$ cat src/rtl/tlc_pkg.sv
// Shared encodings for the traffic-light controller monitor:
// phase/state codes, error codes, lamp bit positions and decode helpers.
package tlc_pkg;

  localparam int unsigned PHASE_W = 3;
  localparam int unsigned CODE_W  = 3;
  localparam int unsigned DWELL_W = 8;
  localparam int unsigned LAMP_W  = 3;

  // Lamp bit positions within a {R,Y,G} triple
  localparam int unsigned LAMP_R = 2;
  localparam int unsigned LAMP_Y = 1;
  localparam int unsigned LAMP_G = 0;

  localparam logic [LAMP_W-1:0] LAMP_RED = LAMP_W'(1 << LAMP_R);
  localparam logic [LAMP_W-1:0] LAMP_YEL = LAMP_W'(1 << LAMP_Y);
  localparam logic [LAMP_W-1:0] LAMP_GRN = LAMP_W'(1 << LAMP_G);

  typedef enum logic [PHASE_W-1:0] {
    PH_IDLE   = 3'd0,
    PH_A_GO   = 3'd1,
    PH_A_WARN = 3'd2,
    PH_RED_AB = 3'd3,
    PH_B_GO   = 3'd4,
    PH_B_WARN = 3'd5,
    PH_RED_BA = 3'd6,
    PH_FAULT  = 3'd7
  } phase_e;

  typedef enum logic [2:0] {
    PAT_ILLEGAL = 3'd0,
    PAT_A_GO    = 3'd1,
    PAT_A_WARN  = 3'd2,
    PAT_ALL_RED = 3'd3,
    PAT_B_GO    = 3'd4,
    PAT_B_WARN  = 3'd5
  } pat_e;

  localparam logic [CODE_W-1:0] ERR_NONE        = 3'd0;
  localparam logic [CODE_W-1:0] ERR_ILLEGAL     = 3'd1;
  localparam logic [CODE_W-1:0] ERR_BAD_SEQ     = 3'd2;
  localparam logic [CODE_W-1:0] ERR_SHORT_GREEN = 3'd3;
  localparam logic [CODE_W-1:0] ERR_LONG_YELLOW = 3'd4;

  // Classify a lamp pair into one of the five legal patterns or ILLEGAL
  function automatic pat_e decode_pat(input logic [LAMP_W-1:0] a,
                                      input logic [LAMP_W-1:0] b);
    pat_e p;
    p = PAT_ILLEGAL;
    if      (a == LAMP_GRN && b == LAMP_RED) p = PAT_A_GO;
    else if (a == LAMP_YEL && b == LAMP_RED) p = PAT_A_WARN;
    else if (a == LAMP_RED && b == LAMP_RED) p = PAT_ALL_RED;
    else if (a == LAMP_RED && b == LAMP_GRN) p = PAT_B_GO;
    else if (a == LAMP_RED && b == LAMP_YEL) p = PAT_B_WARN;
    return p;
  endfunction

  // Lamp pattern expected while sitting in a phase
  function automatic pat_e phase_pat(input phase_e s);
    pat_e p;
    case (s)
      PH_A_GO:   p = PAT_A_GO;
      PH_A_WARN: p = PAT_A_WARN;
      PH_RED_AB: p = PAT_ALL_RED;
      PH_B_GO:   p = PAT_B_GO;
      PH_B_WARN: p = PAT_B_WARN;
      PH_RED_BA: p = PAT_ALL_RED;
      default:   p = PAT_ILLEGAL;
    endcase
    return p;
  endfunction

  // Successor in the legal ring; IDLE/FAULT map to themselves
  function automatic phase_e next_phase(input phase_e s);
    phase_e n;
    case (s)
      PH_A_GO:   n = PH_A_WARN;
      PH_A_WARN: n = PH_RED_AB;
      PH_RED_AB: n = PH_B_GO;
      PH_B_GO:   n = PH_B_WARN;
      PH_B_WARN: n = PH_RED_BA;
      PH_RED_BA: n = PH_A_GO;
      default:   n = s;
    endcase
    return n;
  endfunction

  // Phase adopted from IDLE; all-red is taken as the B-to-A red so A goes next
  function automatic phase_e adopt_phase(input pat_e p);
    phase_e n;
    case (p)
      PAT_A_GO:    n = PH_A_GO;
      PAT_A_WARN:  n = PH_A_WARN;
      PAT_ALL_RED: n = PH_RED_BA;
      PAT_B_GO:    n = PH_B_GO;
      PAT_B_WARN:  n = PH_B_WARN;
      default:     n = PH_IDLE;
    endcase
    return n;
  endfunction

endpackage

$ cat src/rtl/sat_cnt8.sv
// 8-bit saturating counter with clear / load-to-one / increment.
// Ports: clk, rst_n (async active-low), clr, load1, inc -> cnt.
// Priority: clr over load1 over inc; holds at all-ones.
module sat_cnt8
  import tlc_pkg::*;
(
  input  logic               clk,
  input  logic               rst_n,
  input  logic               clr,
  input  logic               load1,
  input  logic               inc,
  output logic [DWELL_W-1:0] cnt
);

  always_ff @(posedge clk or negedge rst_n) begin
    if (!rst_n) begin
      cnt <= '0;
    end else if (clr) begin
      cnt <= '0;
    end else if (load1) begin
      cnt <= DWELL_W'(1);
    end else if (inc && (cnt != '1)) begin
      cnt <= cnt + DWELL_W'(1);
    end
  end

endmodule

$ cat src/rtl/tlc_monitor.sv
// Passive monitor of a two-direction traffic-light controller.
// Tracks the lamp phase sequence, times green/yellow dwell in valid samples,
// and latches the first protocol violation until cleared.
// Ports: ck, rn (async active-low), valid, lamp_a/lamp_b {R,Y,G}, clr ->
//        phase, phase_chg, dwell, err, err_code (all registered).
module tlc_monitor
  import tlc_pkg::*;
#(
  parameter int unsigned MIN_GREEN  = 8,
  parameter int unsigned MAX_YELLOW = 4
) (
  input  logic               ck,
  input  logic               rn,
  input  logic               valid,
  input  logic [LAMP_W-1:0]  lamp_a,
  input  logic [LAMP_W-1:0]  lamp_b,
  input  logic               clr,
  output logic [PHASE_W-1:0] phase,
  output logic               phase_chg,
  output logic [DWELL_W-1:0] dwell,
  output logic               err,
  output logic [CODE_W-1:0]  err_code
);

  phase_e              state_q, state_d;
  pat_e                pat;
  logic [CODE_W-1:0]   fault_code;
  logic                accept, stay;
  logic                is_green, is_warn;
  logic                phase_chg_d, err_d;
  logic [CODE_W-1:0]   err_code_d;
  logic                cnt_clr, cnt_load, cnt_inc;

  assign pat      = decode_pat(lamp_a, lamp_b);
  assign is_green = (state_q == PH_A_GO)   || (state_q == PH_B_GO);
  assign is_warn  = (state_q == PH_A_WARN) || (state_q == PH_B_WARN);

  // State register
  always_ff @(posedge ck or negedge rn) begin
    if (!rn) state_q <= PH_IDLE;
    else     state_q <= state_d;
  end

  // Next state and violation detection; checks ordered so the lowest code wins
  always_comb begin
    state_d    = state_q;
    fault_code = ERR_NONE;
    accept     = 1'b0;
    stay       = 1'b0;
    if (state_q == PH_FAULT) begin
      if (clr) state_d = PH_IDLE;
    end else if (valid) begin
      if (pat == PAT_ILLEGAL) begin
        fault_code = ERR_ILLEGAL;
      end else if (state_q == PH_IDLE) begin
        accept  = 1'b1;
        state_d = adopt_phase(pat);
      end else if (pat == phase_pat(state_q)) begin
        // dwell is pre-increment, so dwell >= MAX means the stay would exceed it
        if (is_warn && (32'(dwell) >= MAX_YELLOW)) fault_code = ERR_LONG_YELLOW;
        else                                       stay       = 1'b1;
      end else if (pat == phase_pat(next_phase(state_q))) begin
        if (is_green && (32'(dwell) < MIN_GREEN)) begin
          fault_code = ERR_SHORT_GREEN;
        end else begin
          accept  = 1'b1;
          state_d = next_phase(state_q);
        end
      end else begin
        fault_code = ERR_BAD_SEQ;
      end
      if (fault_code != ERR_NONE) state_d = PH_FAULT;
    end
  end

  // Output/next-register values; a new error overrides a same-cycle clear
  always_comb begin
    phase_chg_d = accept;
    cnt_clr     = (fault_code != ERR_NONE) || (state_q == PH_FAULT);
    cnt_load    = accept;
    cnt_inc     = stay;
    err_d       = clr ? 1'b0 : err;
    err_code_d  = clr ? ERR_NONE : err_code;
    if (fault_code != ERR_NONE) begin
      if (!err_d) err_code_d = fault_code;
      err_d = 1'b1;
    end
  end

  // Registered flags
  always_ff @(posedge ck or negedge rn) begin
    if (!rn) begin
      phase_chg <= 1'b0;
      err       <= 1'b0;
      err_code  <= ERR_NONE;
    end else begin
      phase_chg <= phase_chg_d;
      err       <= err_d;
      err_code  <= err_code_d;
    end
  end

  assign phase = state_q;

  sat_cnt8 u_dwell (
    .clk   (ck),
    .rst_n (rn),
    .clr   (cnt_clr),
    .load1 (cnt_load),
    .inc   (cnt_inc),
    .cnt   (dwell)
  );

endmodule

$ cat config.mk
export PLATFORM = sky130hd
export DESIGN_NAME = tlc_monitor
export DESIGN_NICKNAME = d
export VERILOG_FILES = /design/src/rtl/tlc_pkg.sv /design/src/rtl/sat_cnt8.sv /design/src/rtl/tlc_monitor.sv
export SDC_FILE = /design/constraint.sdc
export NUM_CORES = 1
export LEC_CHECK = 0
export BUFFER_PORTS_ARGS = -buffer_cell sky130_fd_sc_hd__buf_2
export CAP_MARGIN = 40
export CORE_MARGIN = 2
export CORE_UTILIZATION = 40
export CTS_BUF_LIST = sky130_fd_sc_hd__clkbuf_8 sky130_fd_sc_hd__clkbuf_16
export CTS_CLUSTER_SIZE = 28
export DETAILED_ROUTE_END_ITERATION = 10
export RECOVER_POWER = 100
export SLEW_MARGIN = 20
export SYNTH_ARGS = -nofsm -noshare
export SYNTH_HDL_FRONTEND = slang
export SYNTH_SLANG_ARGS = --single-unit
$ cat constraint.sdc
create_clock -name ck -period 3.5 [get_ports ck]
set_clock_uncertainty 0.15 [all_clocks]
set_input_delay 0.175 -clock ck [delete_from_list [all_inputs] [get_ports ck]]
set_output_delay 0.175 -clock ck [all_outputs]
set_load 0.01 [all_outputs]
Yosys cells after proc, flatten, opt, wreduce, memory -nomap -nowiden
Cells that the tools add are included.
{"block": "op_classes", "div_mod_pow": 0, "n_lt_le_gt_ge": 2, "addsub": 1, "n_reduce_logical": 21, "shifts": 0, "bitwise": 0, "eq_ne": 31, "mux": 63, "multipliers": 0}
{"operator": "2-to-1 mux 3 bit", "n": 40}
{"operator": "one-hot mux 3 bit (5 select lines)", "n": 3}
{"operator": "equality test 3 bit, second input constant", "n": 11}
{"operator": "equality test 3 x 2 -> 1 bit, second input constant", "n": 8}
{"operator": "2-to-1 mux 8 bit", "n": 3}
{"operator": "one-hot mux 3 bit (6 select lines)", "n": 1}
{"operator": "equality test 3 x 1 -> 1 bit, second input constant", "n": 5}
{"operator": "2-to-1 mux 1 bit", "n": 15}
{"operator": "nonzero test 3 bit", "n": 3}
{"operator": "adder 8 x 1 -> 8 bit, second input constant", "n": 1}
{"operator": ">= comparator 8 x 3 -> 1 bit, second input constant", "n": 1}
{"operator": "logical AND 1 bit", "n": 8}
{"operator": "< comparator 8 x 4 -> 1 bit, second input constant", "n": 1}
{"operator": "inequality test 4 x 3 -> 1 bit, second input constant", "n": 2}
{"operator": "inequality test 8 bit, second input constant", "n": 1}
{"operator": "equality test 3 bit", "n": 2}
{"operator": "zero test 3 bit", "n": 2}
{"operator": "AND reduction 6 bit", "n": 1}
{"operator": "nonzero test 4 bit", "n": 1}
{"operator": "OR reduction 2 bit", "n": 2}
{"operator": "logical OR 1 bit", "n": 3}
{"operator": "inequality test 3 x 2 -> 1 bit, second input constant", "n": 1}
{"operator": "2-to-1 mux 2 bit", "n": 1}
{"operator": "inequality test 2 bit, second input constant", "n": 1}
{"operator": "nonzero test 2 bit", "n": 1}
{"block": "totals", "ramBits": 0, "mem_bits_ro": 0, "in_bits": 10, "reg_bits": 16, "latch_bits": 0, "out_inout_bits": 16, "n_memories": 0}

Logic depth before layout (Yosys ltp)
{"block": "depth", "ltp_word": 37, "depth_mapped": 9}

Cells and area by module
Synthesis repeated with hierarchy kept, for this count alone.
{"block": "hier_totals", "hier_cells": 187, "hier_area_um2": 1506.4}
{"mod": "tlc_monitor", "area_each_um2": 1039.7, "seq_area_each_um2": 200.2, "cells_per_inst": 138, "n_inst": 1}
{"mod": "sat_cnt8", "area_each_um2": 466.7, "seq_area_each_um2": 200.2, "cells_per_inst": 49, "n_inst": 1}

Least setup slack after synthesis
No wires, ideal clock.
{"block": "synth_timing", "kind": "input-to-reg", "startpoint": "input port lamp_b[1]", "endpoint": "register u_dwell.cnt[7]", "setup_time_ns": 0.078, "arrival_ns": 2.419, "required_time_ns": 3.272, "setup_slack_ns": 0.853, "cell_stages": 8, "path_buffers": 1, "path_cell_list": "clkbuf_1 or4b_4 o21ai_0 or3b_2 a21oi_2 o21ai_2 or4_1 a21oi_1"}
{"block": "synth_via", "elab_chain_len": 19}
{"element": "start: declaration", "line": "tlc_monitor.sv:16", "rtl": "input logic [LAMP_W-1:0] lamp_b,"}
{"element": "equality test 3 x 2 -> 1 bit", "line": "tlc_pkg.sv:54", "rtl": "else if (a == LAMP_RED && b == LAMP_YEL) p = PAT_B_WARN;"}
{"element": "logical AND 1 bit", "line": "tlc_pkg.sv:54"}
{"element": "2-to-1 mux 3 bit", "line": "tlc_pkg.sv:54"}
{"element": "2-to-1 mux 3 bit", "line": "tlc_pkg.sv:53", "rtl": "else if (a == LAMP_RED && b == LAMP_GRN) p = PAT_B_GO;"}
{"element": "2-to-1 mux 3 bit", "line": "tlc_pkg.sv:52", "rtl": "else if (a == LAMP_RED && b == LAMP_RED) p = PAT_ALL_RED;"}
{"element": "2-to-1 mux 3 bit", "line": "tlc_pkg.sv:51", "rtl": "else if (a == LAMP_YEL && b == LAMP_RED) p = PAT_A_WARN;"}
{"element": "2-to-1 mux 3 bit (*)", "line": "tlc_pkg.sv:50", "rtl": "if (a == LAMP_GRN && b == LAMP_RED) p = PAT_A_GO;"}
{"element": "equality test 3 bit", "line": "tlc_monitor.sv:62", "rtl": "end else if (pat == phase_pat(next_phase(state_q))) begin"}
{"element": "(+3 left out)"}
{"element": "2-to-1 mux 3 bit", "line": "tlc_monitor.sv:53", "rtl": "if (pat == PAT_ILLEGAL) begin"}
{"element": "2-to-1 mux 3 bit", "line": "tlc_monitor.sv:52", "rtl": "end else if (valid) begin"}
{"element": "2-to-1 mux 3 bit", "line": "tlc_monitor.sv:50", "rtl": "if (state_q == PH_FAULT) begin"}
{"element": "2-to-1 mux 3 bit", "line": "tlc_monitor.sv:52"}
{"element": "2-to-1 mux 3 bit", "line": "tlc_monitor.sv:50"}
{"element": "nonzero test 3 bit", "line": "tlc_monitor.sv:79", "rtl": "cnt_clr = (fault_code != ERR_NONE) || (state_q == PH_FAULT);"}
{"element": "logical OR 1 bit", "line": "tlc_monitor.sv:79"}
{"element": "nonzero test 3 bit (no source line) / 2-to-1 mux 8 bit (equally long branches)"}
{"element": "end signal: assignment", "line": "sat_cnt8.sv:23", "rtl": "cnt <= cnt + DWELL_W'(1);"}
{"element": "end: declaration", "line": "sat_cnt8.sv:12", "rtl": "output logic [DWELL_W-1:0] cnt"}
Every way passes the cells marked *; elsewhere a longest branch is shown, timed or not. The select of a mux whose other input is x is not followed.
A chain may end at the register's enable or synchronous reset.

Final worst setup path
{"block": "layout_timing", "startpoint": "register state_q[2], in the netlist phase[2]", "endpoint": "register u_dwell.cnt[7]"}
{"block": "layout_via", "elab_chain_len": 27}
{"element": "start: declaration", "line": "tlc_monitor.sv:25", "rtl": "phase_e state_q, state_d;"}
{"element": "start signal: assignment", "line": "tlc_monitor.sv:41", "rtl": "else state_q <= state_d;"}
{"element": "equality test 3 bit, or another cell as far along", "line": "tlc_pkg.sv:61, tlc_pkg.sv:76"}
{"element": "one-hot mux 3 bit (6 select lines)", "line": "tlc_pkg.sv:76", "rtl": "case (s)"}
{"element": "2-to-1 mux 3 bit", "line": "tlc_monitor.sv:58", "rtl": "end else if (pat == phase_pat(state_q)) begin"}
{"element": "2-to-1 mux 3 bit", "line": "tlc_monitor.sv:55", "rtl": "end else if (state_q == PH_IDLE) begin"}
{"element": "2-to-1 mux 3 bit", "line": "tlc_monitor.sv:53"}
{"element": "2-to-1 mux 3 bit", "line": "tlc_monitor.sv:52"}
{"element": "2-to-1 mux 3 bit", "line": "tlc_monitor.sv:50"}
{"element": "equality test 3 bit / equality test 3 x 2 -> 1 bit (equally long branches)", "line": "tlc_pkg.sv:61", "rtl": "case (s)"}
{"element": "(+11 left out)"}
{"element": "2-to-1 mux 3 bit", "line": "tlc_monitor.sv:53"}
{"element": "2-to-1 mux 3 bit", "line": "tlc_monitor.sv:52"}
{"element": "2-to-1 mux 3 bit", "line": "tlc_monitor.sv:50"}
{"element": "2-to-1 mux 3 bit", "line": "tlc_monitor.sv:52"}
{"element": "2-to-1 mux 3 bit", "line": "tlc_monitor.sv:50"}
{"element": "nonzero test 3 bit", "line": "tlc_monitor.sv:79"}
{"element": "logical OR 1 bit", "line": "tlc_monitor.sv:79"}
{"element": "nonzero test 3 bit (no source line) / 2-to-1 mux 8 bit (equally long branches)"}
Parallel ways exist; a longest one is shown, timed or not. The select of a mux whose other input is x is not followed.

==> qor_table.md <==
| Group | Result | Value |
|:---|:---|:---|
| status | Result of the run | complete, no violations |
| logic synthesis | FFs w/ async S/R, synth | 100% |
| clocking | Maximum buffer depth of the clock tree | 2 |
| global route | Antenna violations before repair | 0 |
| floorplanning | Floorplan die height | 64.2 µm |
| floorplanning | Width of the die | 64.2 µm |
| floorplanning | Effective utilization at floorplan | 42.4% |
| layout | Proportion of layout cells with a drive suffix above 1 | 10.6% |
| timing | Slew at the pin closest to its max-slew limit | 0.875 ns |
| routing | Final Routed Wirelength | 3650 µm |
| min path | Hold Crit Depth | 3 |
| logic synthesis | Mapped Nets | 190 |
| power | Worst voltage drop across the vdd grid | 0.246 mV |
| clocking | Clk pin slew, worst setup/hold paths | 0.06 ns |
| routing | Post-detailed-route via-to-cell ratio | 6.00 |
| setup path | Register-to-Register Path Depth | 7 |
| layout | Area occupied by multi-input gates | 960 µm² |
| layout | Number of antenna diodes | 0 |
| routing | Initial DRC count | 50 |
| logic synthesis | Register bit count reported by yosys | 16 |
| logic synthesis | Cell types with the largest area share after synthesis | sky130_fd_sc_hd__dfrtp_1 28%, sky130_fd_sc_hd__nand2_1 3.6%, sky130_fd_sc_hd__or4_1 3.6%, sky130_fd_sc_hd__o21ai_0 3.1%, sky130_fd_sc_hd__xnor2_1 3.0% |
| global route | Overall routing resource usage | 18.8% |
| routing | WL per Instance | 15.0 µm |
| layout | Fin nets | 212 |
| clocking | Clock tree from TritonCTS | built |
| logic synthesis | Proportion of synthesized chip area in sequential cells | 27.6% |
| logic synthesis | Most instantiated library cell after synthesis | sky130_fd_sc_hd__dfrtp_1 |
| setup path | Worst reg2reg path endpoint | u_dwell.cnt[7] |
| setup path | Worst Path Max Fanout | 18 |
| logic synthesis | Count of flip-flops with a built-in enable after synthesis | 0 |
| logic synthesis | Biggest area consumer among synthesized cells | sky130_fd_sc_hd__dfrtp_1 |
| min path | Hold WC Path Type | in -> reg |
| flow run | Max Cap Violations | 0 |
| logic synthesis | Post-synthesis cell type count | 58 |
| min path | End of the worst hold path | err_code[2] |
| clocking | Number of clock sinks | 16 |
| floorplanning | Count of pins on the block boundary | 26 |
| clocking | Inserted Clock Buffers | 3 |
| setup path | Kind of end point of the critical path | flip-flop |
| timing | Final Cycle Share | 85.5% |
| power | Static leakage power | 0.601 nW |
| layout | Synthesis-to-finish area growth | 11.3% |
| timing | RSZ-0062 raised after global routing | no |
| global route | Maximum number of pins on one net before global-route repair | 19 |
| setup path | CP Data Required Time | 3.51 ns |
| power | PnR Total Power | 803 µW |
| layout | Flip-flop and latch area | 400 µm² |
| setup path | Worst Path Arrival | 3.00 ns |
| place | PortBufs | 25 |
| logic synthesis | Gate count after technology mapping | 178 |
| logic synthesis | Synthesis Warnings | 0 |
| timing | Slew Viols, Final | 0 |
| place | Placer Congestion | 0.934 |
| floorplanning | # rows | 21 |
| routing | Antenna-violating nets left | 0 |
| power | Power per Cell Area | 498 nW/µm² |
| clocking | Buffer type at the clock tree root | sky130_fd_sc_hd__clkbuf_8 |
| floorplanning | Die area | 4120 µm² |
| timing | Setup TNS Final | 0 ns |
| global route | Via count of the first global-routing pass | 1324 |
| global route | Final global-route overflow total | 0 |
| timing | Minimum clock period after layout | 2.99 ns |
| logic synthesis | Primary flip-flop cell chosen by synthesis mapping | sky130_fd_sc_hd__dfrtp_1 |
| place | Placed wire-length estimate after detailed placement | 2760 µm |
| routing | Total iterations of the first detailed-routing run | 4 |
| timing | Setup-violating endpoint count in the final report | 0 |
| logic synthesis | Per-instance average area after synthesis | 8.14 µm² |
| clocking | Clock Latency Late Sink | 0.24 ns |
| layout | Fillers | 354 |
| setup path | Worst setup path class | reg -> reg |
| clocking | H-tree levels | 1 |
| setup path | Minimum setup slack among reg-to-reg paths | 0.51 ns |
| timing | Fmax | 0.334 GHz |
| routing | Via count of the routed design | 1465 |
| logic synthesis | Synth Cell Area | 1450 µm² |
| setup path | CP startpoint kind | flip-flop |
| floorplanning | Core Box Area | 3420 µm² |
| timing | Worst-case headroom to the max-slew limit | 41.6% |
| timing | Final Hold Vio Count | 0 |
| logic synthesis | Most common library cells after synthesis | 16 x sky130_fd_sc_hd__dfrtp_1, 14 x sky130_fd_sc_hd__nand2_1, 11 x sky130_fd_sc_hd__nor2_1, 9 x sky130_fd_sc_hd__inv_1, 9 x sky130_fd_sc_hd__o21ai_0 |
| setup path | Worst R2R Start | phase[2] |
| logic synthesis | Share of the synthesized area in the top cell type | 27.6% |
| min path | Origin of the worst min-delay path | clr |
| routing | Post-route DRC | 0 |
| global route | First-pass GRT wire length | 6270 µm |
## cell families (layout without fill, tap and decap cells)
family	after synthesis	after routing	synth area share, %
compound gates	55	55	28.1
buf+inv	19	39	5.09
simple gates	76	76	31.3
xor+xnor	9	9	5.44
fa+ha+maj	2	2	1.73
flops	16	16	27.6
mux	1	1	0.691
## metal layers
metal  part of all wire [%]  track usage [%]
met1                     48             27.7
met5                      0                0
met3                    7.0             3.35
met2                     45             29.3
met4                   0.36             2.39
## cells in the final DEF, fill, tap and decap left out, types with 2 or more instances in the layout
cell type	instances
sky130_fd_sc_hd__o21ai_0	9
sky130_fd_sc_hd__xor2_1	4
sky130_fd_sc_hd__nand2b_1	4
sky130_fd_sc_hd__clkbuf_1	18
sky130_fd_sc_hd__a21oi_1	9
sky130_fd_sc_hd__clkbuf_8	3
sky130_fd_sc_hd__a211o_1	2
sky130_fd_sc_hd__or2_2	3
sky130_fd_sc_hd__or3_1	6
sky130_fd_sc_hd__or4_1	7
sky130_fd_sc_hd__ha_1	2
sky130_fd_sc_hd__nor3_1	5
sky130_fd_sc_hd__a211oi_1	4
sky130_fd_sc_hd__nor4_1	3
sky130_fd_sc_hd__and3_1	2
sky130_fd_sc_hd__o31ai_1	2
sky130_fd_sc_hd__a22oi_1	3
sky130_fd_sc_hd__a31oi_1	2
sky130_fd_sc_hd__nor3b_1	3
sky130_fd_sc_hd__o32ai_1	3
sky130_fd_sc_hd__xnor2_1	5
sky130_fd_sc_hd__nor2_1	11
sky130_fd_sc_hd__a311o_1	2
sky130_fd_sc_hd__inv_1	9
sky130_fd_sc_hd__dfrtp_1	16
sky130_fd_sc_hd__o22ai_1	4
sky130_fd_sc_hd__nand3_1	5
sky130_fd_sc_hd__o2111ai_1	2
sky130_fd_sc_hd__buf_2	7
sky130_fd_sc_hd__nand2_1	14
## timing repair
item | CTS | global route
setup buffers | 0 | 0
hold buffers | 1 | 0
gates resized for setup | 0 | 0
endpoints found under the hold margin | 16 | 0
## power by group
group          switching [mW]  leakage, nW  internal [mW]
combinational           0.223        0.371          0.151
sequential             0.0830        0.209          0.211
clock                  0.0584       0.0216         0.0762
## layout make-up
class / instances / share of cell area, %
clock buffer: 3 / 2.56
inverter: 9 / 2.09
sequential: 16 / 24.8
timing repair buffer: 27 / 7.45
multi-input combinational: 143 / 59.5
tap: 46 / 3.57
## critical path, cell delays in order (launching register included)
cell and delay [ns]:
sky130_fd_sc_hd__dfrtp_1 0.58, sky130_fd_sc_hd__inv_1 0.22, sky130_fd_sc_hd__o21ai_0 0.10, sky130_fd_sc_hd__or3b_2 0.50, sky130_fd_sc_hd__a21oi_1 0.49, sky130_fd_sc_hd__o21ai_2 0.24, sky130_fd_sc_hd__or4_1 0.43, sky130_fd_sc_hd__a21oi_1 0.18
## metrics by stage
stage	setup WS (ns)	cell area, µm²	util (%)	hold slack [ns]	std cells
floorplan	0.853	1450	-	-0.271	178
global placement	0.665	1600	46.8	-0.0420	240
detailed placement	0.591	1600	46.8	-0.0364	240
CTS	0.741	1650	48.3	0.135	244
global route	0.314	1610	47.2	0.157	244
finish	0.509	1610	47.2	0.140	244
## worst max path at each step
stage	from	end	depth (start not counted)
floorplan	lamp_b[1]	u_dwell.cnt[7]	8
global placement	lamp_a[1]	err_code[2]	8
detailed placement	lamp_a[1]	u_dwell.cnt[7]	8
CTS	phase[2]	u_dwell.cnt[7]	7
global route	phase[2]	u_dwell.cnt[7]	7
finish	phase[2]	u_dwell.cnt[7]	7
## sequential cells by signal (all words and copies together), names as in the netlist
name         count
err              1
phase            3
u_dwell.cnt      8
phase_chg        1
err_code         3
(Power assumes the default switching activity.)
